## src/rtl/pc_gen_pkg.sv

```systemverilog
`default_nettype none
// ============================================================================
//  Module   : pc_gen_pkg
//  Purpose  : Shared defaults and next-PC source encoding for the PC generator
//  Revision : 1.0  initial release
// ============================================================================
package pc_gen_pkg;

  localparam int          DEF_ADDR_W    = 32;
  localparam logic [31:0] DEF_RESET_VEC = 32'h0000_0000;
  localparam int          DEF_INC       = 4;
  localparam int          DEF_RAS_DEPTH = 4;

  // Where the next fetch PC comes from, listed in priority order
  typedef enum logic [2:0] {
    SRC_EX   = 3'd0,
    SRC_BR   = 3'd1,
    SRC_HOLD = 3'd2,
    SRC_RET  = 3'd3,
    SRC_SEQ  = 3'd4
  } npc_src_e;

endpackage
`default_nettype wire

```

## src/rtl/pc_ras.sv

```systemverilog
`default_nettype none
// ============================================================================
//  Module   : pc_ras
//  Purpose  : Circular return-address stack with saturating occupancy count.
//             A push when full overwrites the oldest entry.
//  Revision : 1.0  initial release
// ============================================================================
module pc_ras #(
  parameter int DEPTH = 4,   // power of two, at least 2
  parameter int W     = 32
) (
  input  logic         clk,
  input  logic         rst,
  input  logic         push_i,
  input  logic         pop_i,
  input  logic         replace_i,
  input  logic         clear_i,
  input  logic [W-1:0] data_i,
  output logic [W-1:0] top_o,
  output logic         empty_o,
  output logic         full_o
);
  localparam int PTR_W = $clog2(DEPTH);
  localparam int CNT_W = PTR_W + 1;

  logic [W-1:0]     mem_q [DEPTH];
  logic [PTR_W-1:0] top_q, top_d;
  logic [CNT_W-1:0] cnt_q, cnt_d;
  logic [PTR_W-1:0] push_idx;

  // Pointer arithmetic wraps naturally because DEPTH is a power of two
  assign push_idx = top_q + 1'b1;

  assign top_o   = mem_q[top_q];
  assign empty_o = (cnt_q == '0);
  assign full_o  = (cnt_q == CNT_W'(DEPTH));

  // Next pointer/count: clear beats push beats pop; replace leaves both alone
  always_comb begin
    top_d = top_q;
    cnt_d = cnt_q;
    if (clear_i) begin
      top_d = '0;
      cnt_d = '0;
    end else if (push_i) begin
      top_d = push_idx;
      if (!full_o) cnt_d = cnt_q + 1'b1;
    end else if (pop_i && !empty_o) begin
      top_d = top_q - 1'b1;
      cnt_d = cnt_q - 1'b1;
    end
  end

  // Pointer and count registers
  always_ff @(posedge clk) begin
    if (rst) begin
      top_q <= '0;
      cnt_q <= '0;
    end else begin
      top_q <= top_d;
      cnt_q <= cnt_d;
    end
  end

  // Entry storage; never read while empty, so it is left unreset
  always_ff @(posedge clk) begin
    if (!rst && !clear_i) begin
      if (push_i)         mem_q[push_idx] <= data_i;
      else if (replace_i) mem_q[top_q]    <= data_i;
    end
  end

endmodule
`default_nettype wire

```

## src/rtl/pc_gen.sv

```systemverilog
`default_nettype none
// ============================================================================
//  Module   : pc_gen
//  Purpose  : Registered fetch-PC generator with exception/branch redirect,
//             stall, and return-address-stack prediction of returns.
//  Revision : 1.0  initial release
// ============================================================================
module pc_gen
  import pc_gen_pkg::*;
#(
  parameter int                ADDR_W    = DEF_ADDR_W,
  parameter logic [ADDR_W-1:0] RESET_VEC = ADDR_W'(DEF_RESET_VEC),
  parameter int                INC       = DEF_INC,
  parameter int                RAS_DEPTH = DEF_RAS_DEPTH
) (
  input  logic              clk,
  input  logic              rst,
  input  logic              stall_i,
  input  logic              ex_redirect_i,
  input  logic [ADDR_W-1:0] ex_target_i,
  input  logic              br_redirect_i,
  input  logic [ADDR_W-1:0] br_target_i,
  input  logic              call_i,
  input  logic              ret_i,
  output logic [ADDR_W-1:0] pc_o,
  output logic              ras_empty_o,
  output logic              ras_full_o
);
  logic [ADDR_W-1:0] pc_q, pc_d;
  logic [ADDR_W-1:0] seq_pc;
  logic [ADDR_W-1:0] ras_top;
  npc_src_e          src;
  logic              ras_push, ras_pop, ras_replace, ras_clear;
  logic              active;

  // Wraps modulo 2^ADDR_W by truncation
  assign seq_pc = pc_q + ADDR_W'(INC);
  assign pc_o   = pc_q;

  // Call/ret only act on cycles that are not redirected or stalled
  assign active = !ex_redirect_i && !br_redirect_i && !stall_i;

  // Next-PC source selection and RAS control
  always_comb begin
    src         = SRC_SEQ;
    ras_push    = 1'b0;
    ras_pop     = 1'b0;
    ras_replace = 1'b0;
    ras_clear   = 1'b0;
    if (ex_redirect_i) begin
      src       = SRC_EX;
      ras_clear = 1'b1;
    end else if (br_redirect_i) begin
      src = SRC_BR;
    end else if (stall_i) begin
      src = SRC_HOLD;
    end else if (ret_i && !ras_empty_o) begin
      src         = SRC_RET;
      ras_replace = call_i;
      ras_pop     = !call_i;
    end else begin
      ras_push = call_i && active;
    end
  end

  // Next-PC mux
  always_comb begin
    pc_d = seq_pc;
    unique case (src)
      SRC_EX:   pc_d = ex_target_i;
      SRC_BR:   pc_d = br_target_i;
      SRC_HOLD: pc_d = pc_q;
      SRC_RET:  pc_d = ras_top;
      default:  pc_d = seq_pc;
    endcase
  end

  // Fetch PC register
  always_ff @(posedge clk) begin
    if (rst) pc_q <= RESET_VEC;
    else     pc_q <= pc_d;
  end

  pc_ras #(
    .DEPTH (RAS_DEPTH),
    .W     (ADDR_W)
  ) u_ras (
    .clk       (clk),
    .rst       (rst),
    .push_i    (ras_push),
    .pop_i     (ras_pop),
    .replace_i (ras_replace),
    .clear_i   (ras_clear),
    .data_i    (seq_pc),
    .top_o     (ras_top),
    .empty_o   (ras_empty_o),
    .full_o    (ras_full_o)
  );

endmodule
`default_nettype wire

```

## config.mk

```make
export PLATFORM = sky130hd
export DESIGN_NAME = pc_gen
export DESIGN_NICKNAME = d
export VERILOG_FILES = /design/src/rtl/pc_gen_pkg.sv /design/src/rtl/pc_ras.sv /design/src/rtl/pc_gen.sv
export SDC_FILE = /design/constraint.sdc
export NUM_CORES = 1
export LEC_CHECK = 0
export CELL_PAD_IN_SITES_DETAIL_PLACEMENT = 1
export CELL_PAD_IN_SITES_GLOBAL_PLACEMENT = 2
export CORE_ASPECT_RATIO = 2
export CORE_MARGIN = 2
export CORE_UTILIZATION = 39
export CTS_BUF_LIST = sky130_fd_sc_hd__clkbuf_8
export DETAILED_ROUTE_END_ITERATION = 6
export PLACE_DENSITY_LB_ADDON = 0.25
export SETUP_SLACK_MARGIN = 0.1
export SLEW_MARGIN = 20
export SYNTH_ARGS = -nofsm -noshare
export SYNTH_HDL_FRONTEND = slang
export SYNTH_SLANG_ARGS = --single-unit
```

## constraint.sdc

```tcl
create_clock -name clk -period 7.2 [get_ports clk]
set_input_delay 2.16 -clock clk [delete_from_list [all_inputs] [get_ports clk]]
set_output_delay 2.16 -clock clk [all_outputs]
set_load 0.005 [all_outputs]
```

==> run summary <==
Relative slew slack - 19.3%
Source of the worst register-to-register timing path - u_ras.cnt_q[0]$_SDFFE_PP0P_
Main synth FF type - edfxtp_1
Initial Util - 39.6%
Clk_lat worst skew - 0.48 ns
Synth area leaders - edfxtp_1 (49%), dfxtp_1 (9.9%), mux4_2 (9.1%), nand2_1 (2.2%), a21oi_1 (1.9%)
Vias - 5795
Final Hold Vio Count - 0
Yosys top cell area share - 48.7%
Total power - 1980 uW
Clock Sinks - 167
R2R Setup Slk - 4.10 ns
Mapped Cells - 606
I/O pin count - 105
Post-CTS Setup Inserts - 0
Final-report max-slew violation count - 0
Crit. End Element - register
Slew @ Worst Pin - 1.20 ns
Clock skew - 0.0135 ns
Gr ovfl total - 0
Die area - 21500 um^2
Max VDD drop - 121 uV
Synthesis-to-layout area growth - 21.4%
Crit path time final - 5.01 ns
# diodes - 0
# port buffers - 104
CP startpoint - br_redirect_i
Worst EP arrival - 5.15 ns
Total GRT Usage - 24.1%
Die width - 105 um
CORE AREA - 19900 um^2
Post-synthesis sequential area ratio - 58.6%
Crit Path Max Fanout - 21
Via/cell ratio - 5.94
Placed insts - 944
First-pass GRT wire length - 37500 um
Critical path class - in -> reg
Vias in the first global route - 6172
Avg Cell Area, Syn - 13.0 um^2
FFs w/ async S/R, synth - 0%
DRC errors left - 0
CP Launch Type - primary input
Clk buf depth - 2
Number of synthesized register bits - 167
Fin cells - 976
Hold Crit Class - reg -> reg
Nets - 774
H-tree levels - 4
R2r endpoint - u_ras.mem_q[2][17]$_DFFE_PP_
Setup TNS Final - 0 ns
Post-Syn Area - 7890 um^2
Period utilization - 69.5%
Routed Antenna Nets - 0
Clock Root Buffer - clkbuf_8
Commonest non-fill, non-tap cell in the layout - edfxtp_1
Unrepaired setup endpoints after global routing - false
Worst-path clk slew - 0.08 ns
TritonCTS clock tree - done
Routed length per placed instance - 26.0 um
Crit path required time - 7.35 ns
Worst reg2reg path depth - 6
Initial antenna violation count - 0
Filler cells - 2113
Most frequent cells in the layout - edfxtp_1 (128), clkdlybuf4s50_1 (103), nand2_1 (47), dfxtp_1 (38), nor2_1 (35)
DRT Pass-1 Iters - 5
Synth Warn # - 0
Setup violators final - 0
Syn_nets - 679
Crit path to - u_ras.mem_q[2][17]$_DFFE_PP_
Synth area leader - edfxtp_1
Row Count - 73
Final WL - 25300 um
Largest net degree at the start of global routing - 38
Share of cells above drive strength 1 - 15.5%
Status - finished clean
EDFF count, synth - 128
# hold bufs at CTS - 0
Placed wire-length estimate - 18000 um
Number of max-cap violations - 0
Number of buffers created by CTS - 17
Die Span Y - 205 um
Number of DRC markers in iteration 0 - 347
Power per cell area - 206 nW/um^2
Routability cong. - 0.827
FMAX - 0.200 GHz
# resized after CTS - 0
Synth unique cells - 68
Leakage - 0.00305 uW
## worst max-delay path, stage by stage
cell             delay, ns
clkdlybuf4s50_1       0.43
buf_4                 0.21
or2_0                 0.37
nor3_4                0.53
nand3b_1              0.19
mux2i_1               0.15
nor2b_2               0.62
buf_4                 0.44
## worst min-delay path by stage
stage	slack, ns	cells past startpoint	endpoint	startpoint
5_1_grt	0.57	0	u_ras.mem_q[1][0]$_DFFE_PP_	pc_o[0]$_SDFFE_PP0P_
4_1_cts	0.56	0	u_ras.mem_q[0][0]$_DFFE_PP_	pc_o[0]$_SDFFE_PP0P_
3_5_place_dp	0.54	0	u_ras.mem_q[0][0]$_DFFE_PP_	pc_o[0]$_SDFFE_PP0P_
3_3_place_gp	0.52	1	pc_o[31]$_SDFFE_PP0P_	pc_o[31]$_SDFFE_PP0P_
6_report	0.55	1	pc_o[31]$_SDFFE_PP0P_	pc_o[31]$_SDFFE_PP0P_
2_1_floorplan	0.48	0	u_ras.mem_q[0][0]$_DFFE_PP_	pc_o[0]$_SDFFE_PP0P_
## cell usage after synthesis, drive strengths merged, types with 2 or more instances
master / count
o32a: 2
buf: 30
nor2: 37
and3: 5
inv: 7
edfxtp: 128
and2: 3
nor2b: 3
mux4: 32
o21a: 3
a31oi: 5
a21boi: 2
a21o: 6
nor4: 7
a221oi: 11
a21oi: 30
nand2b: 3
xor2: 13
nor3b: 2
dfxtp: 39
a32o: 2
a311oi: 4
nand3: 22
and4: 6
or2: 4
clkbuf: 13
o221a: 3
mux2i: 5
or4: 2
nor3: 25
o31ai: 10
o21ai: 25
nand2: 47
nand4: 13
a31o: 2
xnor2: 17
o22ai: 9
a211o: 4
a211oi: 6
mux2: 3
o211ai: 4
## kinds of logic after synthesis
group	synth area share, %
AND/OR/NAND/NOR	12.2
flip-flops	58.6
AO/OA/AOI/OAI	11.9
buffers and inverters	3.31
multiplexers	10.2
XOR/XNOR	3.33
adder cells (fa/ha/maj)	0.412
## power breakdown
part / switching [uW] / leakage (uW) / internal [uW]
registers: 33.2 / 0.00148 / 1060
logic: 106 / 0.00138 / 105
clock network: 351 / 0.000193 / 323
## flip-flops by register name, summed over array words and instances, names as in the netlist, named ones only
name         count
u_ras.mem_q    128
pc_o            32
u_ras.cnt_q      3
u_ras.top_q      2
## through the flow
step	instance area, um^2	setup WS, ns	hold slack, ns	utilization, %
2_1_floorplan	7890	1.19	0.479	-
3_5_place_dp	9190	1.71	0.539	46.1
6_report	9580	2.19	0.546	48.1
4_1_cts	9580	2.20	0.557	48.1
5_1_grt	9580	2.02	0.567	48.1
3_3_place_gp	9180	1.88	0.517	46.1
## metal layers
metal	global-route usage (%)	part of all wire [%]
met1	25.8	36
met2	45.0	55
met3	4.09	5.1
met4	12.6	4.4
met5	0	0
## final cells by class
type | count | area, um^2 | area share [%]
inverter | 8 | 30.0 | 0.313
clock buffer | 19 | 262 | 2.73
clock inverter | 13 | 133 | 1.38
multi-input combinational | 388 | 3030 | 31.6
sequential | 167 | 4630 | 48.3
timing repair buffer | 119 | 1170 | 12.2
tap | 262 | 328 | 3.42
Note: power is estimated with default switching activity, not from simulation.
